## src/rtl/equal_cmp_pipe.sv

```systemverilog
// Pipelined equal/less/greater comparator: per-bit terms, then a log2(WIDTH) merge tree.
// Optional statistics counter enabled by EQUAL_CMP_PIPE_STATS_EN (adds stat_clr, eq_count).
module equal_cmp_pipe #(
  parameter int unsigned WIDTH = 32
) (
  input  logic             clk,
  input  logic             rst,
  input  logic             in_valid,
  output logic             in_ready,
  input  logic [WIDTH-1:0] x,
  input  logic [WIDTH-1:0] y,
  input  logic             signed_mode,
  output logic             out_valid,
  input  logic             out_ready,
  output logic             equal,
  output logic             less,
  output logic             greater
`ifdef EQUAL_CMP_PIPE_STATS_EN
  ,
  input  logic             stat_clr,
  output logic [31:0]      eq_count
`endif
);

  localparam int unsigned LEVELS = $clog2(WIDTH);
  // All levels packed into one vector: level k occupies WIDTH>>k bits at 2*WIDTH-2*(WIDTH>>k).
  localparam int unsigned TBITS  = 2 * WIDTH - 1;

  logic [TBITS-1:0] eq_q, gt_q, eq_d, gt_d;
  logic [LEVELS:0]  vld_q;
  logic             shown_q;
  logic             adv;
  logic [WIDTH-1:0] eq0, gt0;

  assign adv      = ~vld_q[LEVELS] | out_ready;
  assign in_ready = adv;

  always_comb begin
    eq0 = ~(x ^ y);
    gt0 = x & ~y;
    if (signed_mode) begin
      gt0[WIDTH-1] = ~x[WIDTH-1] & y[WIDTH-1];
    end
  end

  assign eq_d[WIDTH-1:0] = (adv && in_valid) ? eq0 : eq_q[WIDTH-1:0];
  assign gt_d[WIDTH-1:0] = (adv && in_valid) ? gt0 : gt_q[WIDTH-1:0];

  for (genvar k = 1; k <= LEVELS; k++) begin : g_lvl
    localparam int unsigned N    = WIDTH >> k;
    localparam int unsigned IOFF = 2 * WIDTH - 2 * (WIDTH >> (k - 1));
    localparam int unsigned OOFF = 2 * WIDTH - 2 * N;
    logic [N-1:0] eq_m, gt_m;
    for (genvar j = 0; j < N; j++) begin : g_pair
      // Upper half dominates: it decides unless it is equal.
      assign eq_m[j] = eq_q[IOFF+2*j+1] & eq_q[IOFF+2*j];
      assign gt_m[j] = gt_q[IOFF+2*j+1] | (eq_q[IOFF+2*j+1] & gt_q[IOFF+2*j]);
    end
    assign eq_d[OOFF +: N] = (adv && vld_q[k-1]) ? eq_m : eq_q[OOFF +: N];
    assign gt_d[OOFF +: N] = (adv && vld_q[k-1]) ? gt_m : gt_q[OOFF +: N];
  end

  always_ff @(posedge clk) begin
    eq_q <= eq_d;
    gt_q <= gt_d;
  end

  // shown_q keeps the outputs at zero from reset until the first result lands.
  always_ff @(posedge clk) begin
    if (rst) begin
      vld_q   <= '0;
      shown_q <= 1'b0;
    end else if (adv) begin
      vld_q <= {vld_q[LEVELS-1:0], in_valid};
      if (vld_q[LEVELS-1]) begin
        shown_q <= 1'b1;
      end
    end
  end

  assign out_valid = vld_q[LEVELS];
  assign equal     = shown_q & eq_q[TBITS-1];
  assign greater   = shown_q & gt_q[TBITS-1];
  assign less      = shown_q & ~eq_q[TBITS-1] & ~gt_q[TBITS-1];

`ifdef EQUAL_CMP_PIPE_STATS_EN
  always_ff @(posedge clk) begin
    if (rst || stat_clr) begin
      eq_count <= '0;
    end else if (out_valid && out_ready && equal && (eq_count != 32'hFFFF_FFFF)) begin
      eq_count <= eq_count + 32'd1;
    end
  end
`endif

endmodule

```

## config.mk

```make
export PLATFORM = sky130hd
export DESIGN_NAME = equal_cmp_pipe
export DESIGN_NICKNAME = d
export VERILOG_FILES = /design/src/rtl/equal_cmp_pipe.sv
export SDC_FILE = /design/constraint.sdc
export NUM_CORES = 1
export LEC_CHECK = 0
export BUFFER_PORTS_ARGS = -buffer_cell sky130_fd_sc_hd__buf_2
export CORE_MARGIN = 2
export CORE_UTILIZATION = 57
export CTS_BUF_LIST = sky130_fd_sc_hd__clkbuf_8
export CTS_CLUSTER_DIAMETER = 60
export DETAILED_ROUTE_END_ITERATION = 10
export PLACE_DENSITY = 0.81
export REMOVE_ABC_BUFFERS = 1
export SLEW_MARGIN = 20
export SYNTH_ARGS = -nofsm -noshare
export SYNTH_HDL_FRONTEND = slang
export SYNTH_SLANG_ARGS = --single-unit
```

## constraint.sdc

```tcl
create_clock -name clk -period 3.2 [get_ports clk]
set_input_delay 0.48 -clock clk [delete_from_list [all_inputs] [get_ports clk]]
set_output_delay 0.48 -clock clk [all_outputs]
set_load 0.02 [all_outputs]
```

=== Word level (Yosys, flattened, before mapping) ===
Index checks and enable logic that the tools add are counted.

* Input port bits: 69
* Logic and storage cells: 129
* Register bits after elaboration: 133
* Output and inout bits: 5

* Reductions and logical operators: 7
* Bitwise operators: 107
* Mux-type cells: 1

{| class="wikitable"
|+ Operators with widths
! operator !! number
|-
| $and 1x1->1 || 67
|-
| $not 32->32 || 2
|-
| $and 32x32->32 || 1
|-
| $or 1x1->1 || 32
|-
| $xor 32x32->32 || 1
|-
| $logic_and 1x1->1 || 6
|-
| $not 1->1 || 4
|-
| $reduce_and 2->1 || 1
|-
| $mux 1 || 1
|}

=== Depth between registers and ports, before layout ===
Gate-level depths: netlist of the first run.

* Depth in word-level cells: 3
* Mapped depth: 4
* Gate-level depth less buffers: 3

=== Least setup slack after synthesis of the first run ===
Ideal clock, no wire load.

* Path type: input to register
* From: in out_ready
* To: reg eq_q[0] (enable)
* Setup slack: 0.510 ns
* Stages: 4
* Arrival: 2.261 ns
* Setup time: 0.429 ns
* Path buffers: 1
* Data required time: 2.771 ns
* Cells stage by stage: nor2b_4 buf_6 inv_6 and2_1

* Word-level cells in the longest chain between the ends: 2

{| class="wikitable"
|+ RTL lines
! item !! line !! RTL
|-
| start, declared || 14 || <nowiki>input logic out_ready,</nowiki>
|-
| $or 1x1->1 || 35 || <nowiki>assign adv = ~vld_q[LEVELS] | out_ready;</nowiki>
|-
| via in_ready || 9 || <nowiki>output logic in_ready,</nowiki>
|-
| $logic_and 1x1->1 || 46 || <nowiki>assign eq_d[WIDTH-1:0] = (adv && in_valid) ? eq0 : eq_q[WIDTH-1:0];</nowiki>
|-
| end signal, assigned || 64 || <nowiki>eq_q <= eq_d;</nowiki>
|-
| end, declared || 29 || <nowiki>logic [TBITS-1:0] eq_q, gt_q, eq_d, gt_d;</nowiki>
|}

The timed path passes the listed nets, and every way through them passes these cells.
A chain may end at the register's enable or synchronous reset.

=== Final worst setup path of the first run ===
* From: reg vld_q[5]
* To: out in_ready

* Word-level cells in the longest chain between the ends: 2

{| class="wikitable"
|+ RTL lines
! item !! line !! RTL
|-
| start, declared || 30 || <nowiki>logic [LEVELS:0] vld_q;</nowiki>
|-
| start signal, assigned || 74 || <nowiki>vld_q <= {vld_q[LEVELS-1:0], in_valid};</nowiki>
|-
| $not 1->1 || 35 ||
|-
| $or 1x1->1 || 35 ||
|-
| end, declared || 9 ||
|}

No other way between the ends.

==> summary.md, run 1 <==
| Metric | Value |
|---|---|
| Status | `finished, final reports clean` |
| Hold WC Path Type | `in -> reg` |
| Min-Delay Endpoint | `vld_q[5]$_SDFFE_PP0P_` |
| Count of different cell masters after synthesis | `16` |
| Worst Tran Pin Value | `0.6914 ns` |
| Max stage delay on crit path | `0.32 ns` |
| Hold_ws | `0.2996 ns` |
| Leakage power | `~2.6 nW` |
| Final #Nets | `484` |
| Ys flop type | `edfxtp_1` |
| DR WL/cell | `roughly 14 um` |
| Die X | `98.51 um` |
| RSZ-0062 raised after global routing | `false` |
| Post-cts resize count | `0` |
| WP data arrival | `1.23 ns` |
| Largest net degree at the start of global routing | `65` |
| Area growth from synthesis to layout | `18.95%` |
| Vias | `2453` |
| Max Cap Violations | `0` |
| Reg2Reg Depth | `3` |
| Skew-Pair Late Insertion Delay | `0.42 ns` |
| R2r startpoint | `vld_q[5]$_SDFFE_PP0P_` |
| Fmax | `0.5833 GHz` |
| PortBufs | `73` |
| Req. time, crit path | `about 2.7 ns` |
| Asr flop ratio synth | `0%` |
| CP startpoint kind | `register` |
| Kind of critical path | `reg -> out` |
| Setup TNS | `0 ns` |
| # setup viols final | `0` |
| DR vias/cell | `4.877` |
| Drt drc | `0` |
| Peak VDD IR | `0.0003138 V` |
| Core box area | `8678 um2` |
| Hold_sp | `rst` |
| Syn avg cell area | `17.62 um2` |
| Crit path cell chain | `nor2b_4 > inv_6 > buf_2` |
| Critical Path End Type | `output pin` |
| Die ar. | `between 9000 and 10000 um2` |
| Pwr Density | `a little over 600 nW/um2` |
| GPL Wtd Cong | `slightly above 0.7` |
| TritonCTS clock tree | `done` |
| Post-synth EDFFs | `126` |
| Tmin final | `1.714 ns` |
| Final ANT Viol Nets | `0` |
| Wirelength, routed | `approximately 7000 um` |
| CTS sink count | `133` |
| Relative slew margins | `53.91%` |
| Worst Clk Skew | `0.01258 ns` |
| Clock transition at path regs | `0.07 ns` |
| CP max FO | `10` |
| Register-to-register path setup slack | `1.69 ns` |
| Top post-synthesis cells by area | `edfxtp_1 (74%), ha_1 (8.1%), and2_1 (4.7%)` |
| Fin crit share | `53.58%` |
| CTS Buf Count | `17` |
| Hold Buf Count CTS | `0` |
| Sequential-to-total area share from yosys stat | `77.07%` |
| Hold path cells | `2` |
| Root buffer cell | `clkbuf_8` |
| Top cells by count, synth | `edfxtp_1 (126), and2_1 (38), inv_1 (35)` |
| DPL Wire Length | `4690 um` |
| Yosys top cell area share | `74.32%` |
| Chip height | `98.51 um` |
| Count leader, synth | `edfxtp_1` |
| DRT Pass-1 Iters | `4` |
| GRT Total Usage | `16.06%` |
| CTS H-Tree Depth | `4` |
| Top-Level Pins | `between 70 and 80` |
| Vias in the first global route | `roughly 2700` |
| Synthesized instance count | `289` |
| Initial DRC Count | `~190` |
| Post-synthesis register bit count | `133` |
| Share of cells above drive strength 1 | `between 20% and 30%` |
| Critical Path Slowest Stage Cell | `dfxtp_1` |
| First-pass GRT wire length | `11810 um` |
| Initial antenna violation count | `0` |
| Max-slew violation count | `0` |
| Synthesized area | `5091 um2` |
| Setup bufs post-CTS | `0` |
| Std cell rows | `34` |
| Ant diodes | `0` |
| YS warnings | `0` |
| Final hold violations | `0` |
| Global route overflow | `0` |
| Max Buffers Root-to-Sink | `2` |
| Initial core utilization | `between 50% and 60%` |
| Synth area leader | `edfxtp_1` |
| Worst reg2reg path endpoint | `eq_q[50]$_DFFE_PP_` |
-- layout make-up --
type                            instances  area [um2]
Fill cell                             558        2623
Clock inverter                         15       212.7
Timing Repair Buffer                   75       392.9
Sequential cell                       133        3924
Clock buffer                           17       234.0
Tap cell                              108       135.1
Multi-Input combinational cell        119        1017
Inverter                               36       140.1
-- worst max-delay path, delay by kind of cell, from the launching register on --
kind,cells,cell delay (ns)
buf+inv,2,0.24
flops,1,0.32
simple gates,1,0.25
-- where the power goes --
| group | switching [mW] | internal, mW | total (mW) |
|---|---|---|---|
| clock | 0.609 | 0.921 | 1.53 |
| sequential | 0.0301 | 2.02 | 2.05 |
| combinational | 0.0834 | 0.0832 | 0.167 |
-- flip-flops by register name, summed over array words and instances, names as in the netlist --
register,flops
eq_q,63
shown_q,1
gt_q,63
vld_q,6
-- cells by family (layout without fill, tap and decap cells) --
family                     count (synthesis)  count (layout)  synth area share, %
muxes                                      6               6                1.204
and+or+nand+nor                           47              47                5.849
adders and majority gates                 33              33                8.110
AOI/OAI and AO/OA                         33              33                4.792
buffers and inverters                     37             143                2.974
DFF                                      133             133                77.07
-- per-layer routing --
layer	global-route usage (%)	share of wire (%)
met5	0	0
met4	7.271	1.2
met3	4.255	4.5
met2	28.26	53
met1	18.45	41
-- worst max-delay path by stage --
stage / startpoint / end / slack [ns] / cells after the start
after CTS: vld_q[5]$_SDFFE_PP0P_ / in_ready / 1.46 / 3
after global routing: vld_q[5]$_SDFFE_PP0P_ / in_ready / 1.42 / 3
after detailed placement: out_ready / eq_q[54]$_DFFE_PP_ / 1.46 / 4
after global placement: out_ready / gt_q[55]$_DFFE_PP_ / 1.55 / 4
after floorplan: vld_q[5]$_SDFFE_PP0P_ / eq_q[0]$_DFFE_PP_ / 0.60 / 3
final: vld_q[5]$_SDFFE_PP0P_ / in_ready / 1.49 / 3
-- through the flow --
stage / cell area [um2] / power (mW) / setup WS [ns] / instances / util [%]
floorplan: 5080 / 2.159 / 0.5986 / 288 / -
global placement: 5609 / 2.235 / 1.549 / 471 / 64.63
detailed placement: 5609 / 2.250 / 1.459 / 471 / 64.63
CTS: 6056 / 3.776 / 1.455 / 503 / 69.78
global route: 6056 / 3.870 / 1.416 / 503 / 69.78
finish: 6056 / 3.742 / 1.486 / 503 / 69.78
-- cell usage in the layout, fill, tap and decap left out, types with 2 or more instances in the layout --
master	instances
clkbuf_8	17
edfxtp_1	126
ha_1	33
dfxtp_1	7
and2_1	37
clkinv_1	2
nand2b_1	6
buf_2	73
a21o_1	31
inv_6	2
inv_1	37
clkinv_4	3
bufinv_16	5
mux2i_1	5
(Power assumes the default switching activity.)
==> run 2: changes to the inputs <==
==> constraint.sdc (replaced) <==
create_clock -name clk -period 1.73 [get_ports clk]
set_input_delay 0.2595 -clock clk [delete_from_list [all_inputs] [get_ports clk]]
set_output_delay 0.2595 -clock clk [all_outputs]
set_load 0.02 [all_outputs]
==> run 2 against run 1 <==
  * Routed wire length increased by 1.9%
  * Register-to-register slack got worse by 1.5 ns
  * Critical path type is now reg -> reg
  * Total power increased by 83%
==> summary.md, run 2 (synthesis results as in run 1) <==
| Metric | Value |
|---|---|
| Skew-Pair Late Insertion Delay | `0.42 ns` |
| CTS Buf Count | `17` |
| Crit. Startpoint | `vld_q[5]$_SDFFE_PP0P_` |
| Ant diodes | `0` |
| PortBufs | `73` |
| Die ar. | `9704 um2` |
| Die X | `about 100 um` |
| Fmax | `0.6406 GHz` |
| Max Cap Violations | `0` |
| DRT Pass-1 Iters | `4` |
| Top-Level Pins | `74` |
| CTS sink count | `133` |
| Req. time, crit path | `1.85 ns` |
| Tmin final | `1.561 ns` |
| Vias | `between 2000 and 2500` |
| Fin crit share | `roughly nine tenths` |
| Root buffer cell | `clkbuf_8` |
| WP data arrival | `1.68 ns` |
| Most frequent cells in the layout | `edfxtp_1 (126), buf_2 (73), inv_1 (39), and2_1 (37), ha_1 (33)` |
| Core Util, Final | `69.74%` |
| Wirelength, routed | `just over 7000 um` |
| R2r startpoint | `vld_q[5]$_SDFFE_PP0P_` |
| Max Buffers Root-to-Sink | `2` |
| GRT Total Usage | `around 17%` |
| Std cell rows | `34` |
| Final ANT Viol Nets | `0` |
| Area growth from synthesis to layout | `18.87%` |
| Largest regs | `eq_q x63, gt_q x63, vld_q x6` |
| Max-slew violation count | `0` |
| Final hold violations | `0` |
| Clock transition at path regs | `0.07 ns` |
| # setup viols final | `0` |
| CP startpoint kind | `register` |
| Hold Buf Count CTS | `0` |
| Setup bufs post-CTS | `0` |
| Area after DPL | `about 5600 um2` |
| TritonCTS clock tree | `done` |
| Chip height | `98.51 um` |
| Hold_sp | `rst` |
| Relative slew margins | `55.85%` |
| Critical Path End Type | `register` |
| DR vias/cell | `4.877` |
| Post-route cell area | `6052 um2` |
| Post-cts resize count | `0` |
| First-pass GRT wire length | `12090 um` |
| Final #Nets | `484` |
| Pwr Density | `1133 nW/um2` |
| Status | `finished, final reports clean` |
| Initial core utilization | `58.66%` |
| Hold WC Path Type | `in -> reg` |
| Fillcell total | `between 500 and 600` |
| Vias in the first global route | `2666` |
| Initial antenna violation count | `0` |
| Hold_ws | `0.08102 ns` |
| Worst Tran Pin Value | `0.6623 ns` |
| Initial DRC Count | `178` |
| Largest net degree at the start of global routing | `65` |
| RSZ-0062 raised after global routing | `false` |
| DPL Wire Length | `4784 um` |
| Drt drc | `0` |
| Worst Clk Skew | `~0.011 ns` |
| CP max FO | `24` |
| Share of cells above drive strength 1 | `26.84%` |
| Most common cell after layout, fill and taps aside | `edfxtp_1` |
| Global route overflow | `0` |
| DR WL/cell | `roughly 14 um` |
| CTS H-Tree Depth | `4` |
| Peak VDD IR | `roughly 0.0007 V` |
| Core box area | `between 8000 and 9000 um2` |
| GPL Wtd Cong | `0.7176` |
| Leakage power | `2.614 nW` |
| Kind of critical path | `reg -> reg` |
-- run 2: cell count changes in the layout (fill, tap and decap cells not counted), sizes merged --
cell    previous run  this run
inv               39        40
clkinv             6         5
-- run 2: report_power, final --
part           total [mW]  internal (mW)  switching [mW]
combinational       0.312          0.156           0.156
clock                2.76           1.68            1.08
sequential           3.78           3.73          0.0546
-- run 2: worst max-delay path, stage by stage (launching register included) --
cell     delay [ns]
dfxtp_1        0.31
nor2b_4        0.15
inv_6          0.09
and2_1         0.46
buf_12         0.24
-- run 2: final cells by class --
cell class	instances	area (um2)	area share (%)
multi-input cells	119	1017	16.81
well taps	108	135.1	2.233
repair buffers	75	405.4	6.698
flip-flops and latches	133	3924	64.83
inverters	36	140.1	2.315
clock inverters	15	196.4	3.246
clock buffers	17	234.0	3.866
-- run 2: layer usage --
layer,track usage (%),up-vias,share of wire [%]
li1,-,1229,-
met1,20.04,1140,42
met2,27.32,71,51
met3,5.887,13,4.4
met4,8.114,0,2.4
met5,0,-,0
-- run 2: final timing paths --
kind / to / slack (ns) / depth (start not counted)
setup / recovery: eq_q[45]$_DFFE_PP_ / 0.17 / 4
hold / removal: vld_q[5]$_SDFFE_PP0P_ / 0.08 / 2
setup reg to reg: eq_q[45]$_DFFE_PP_ / 0.17 / 4
hold reg to reg: vld_q[5]$_SDFFE_PP0P_ / 0.48 / 2
-- run 2: through the flow --
stage                     setup TNS (ns)  setup slack [ns]  total power, mW  instances
after floorplan                   -59.51           -0.8714            3.993        288
after global placement                 0            0.2258            4.138        471
after detailed placement               0            0.1699            4.165        471
after CTS                              0            0.1429            6.921        503
after global routing                   0           0.07318            7.117        503
final                                  0            0.1689            6.854        503
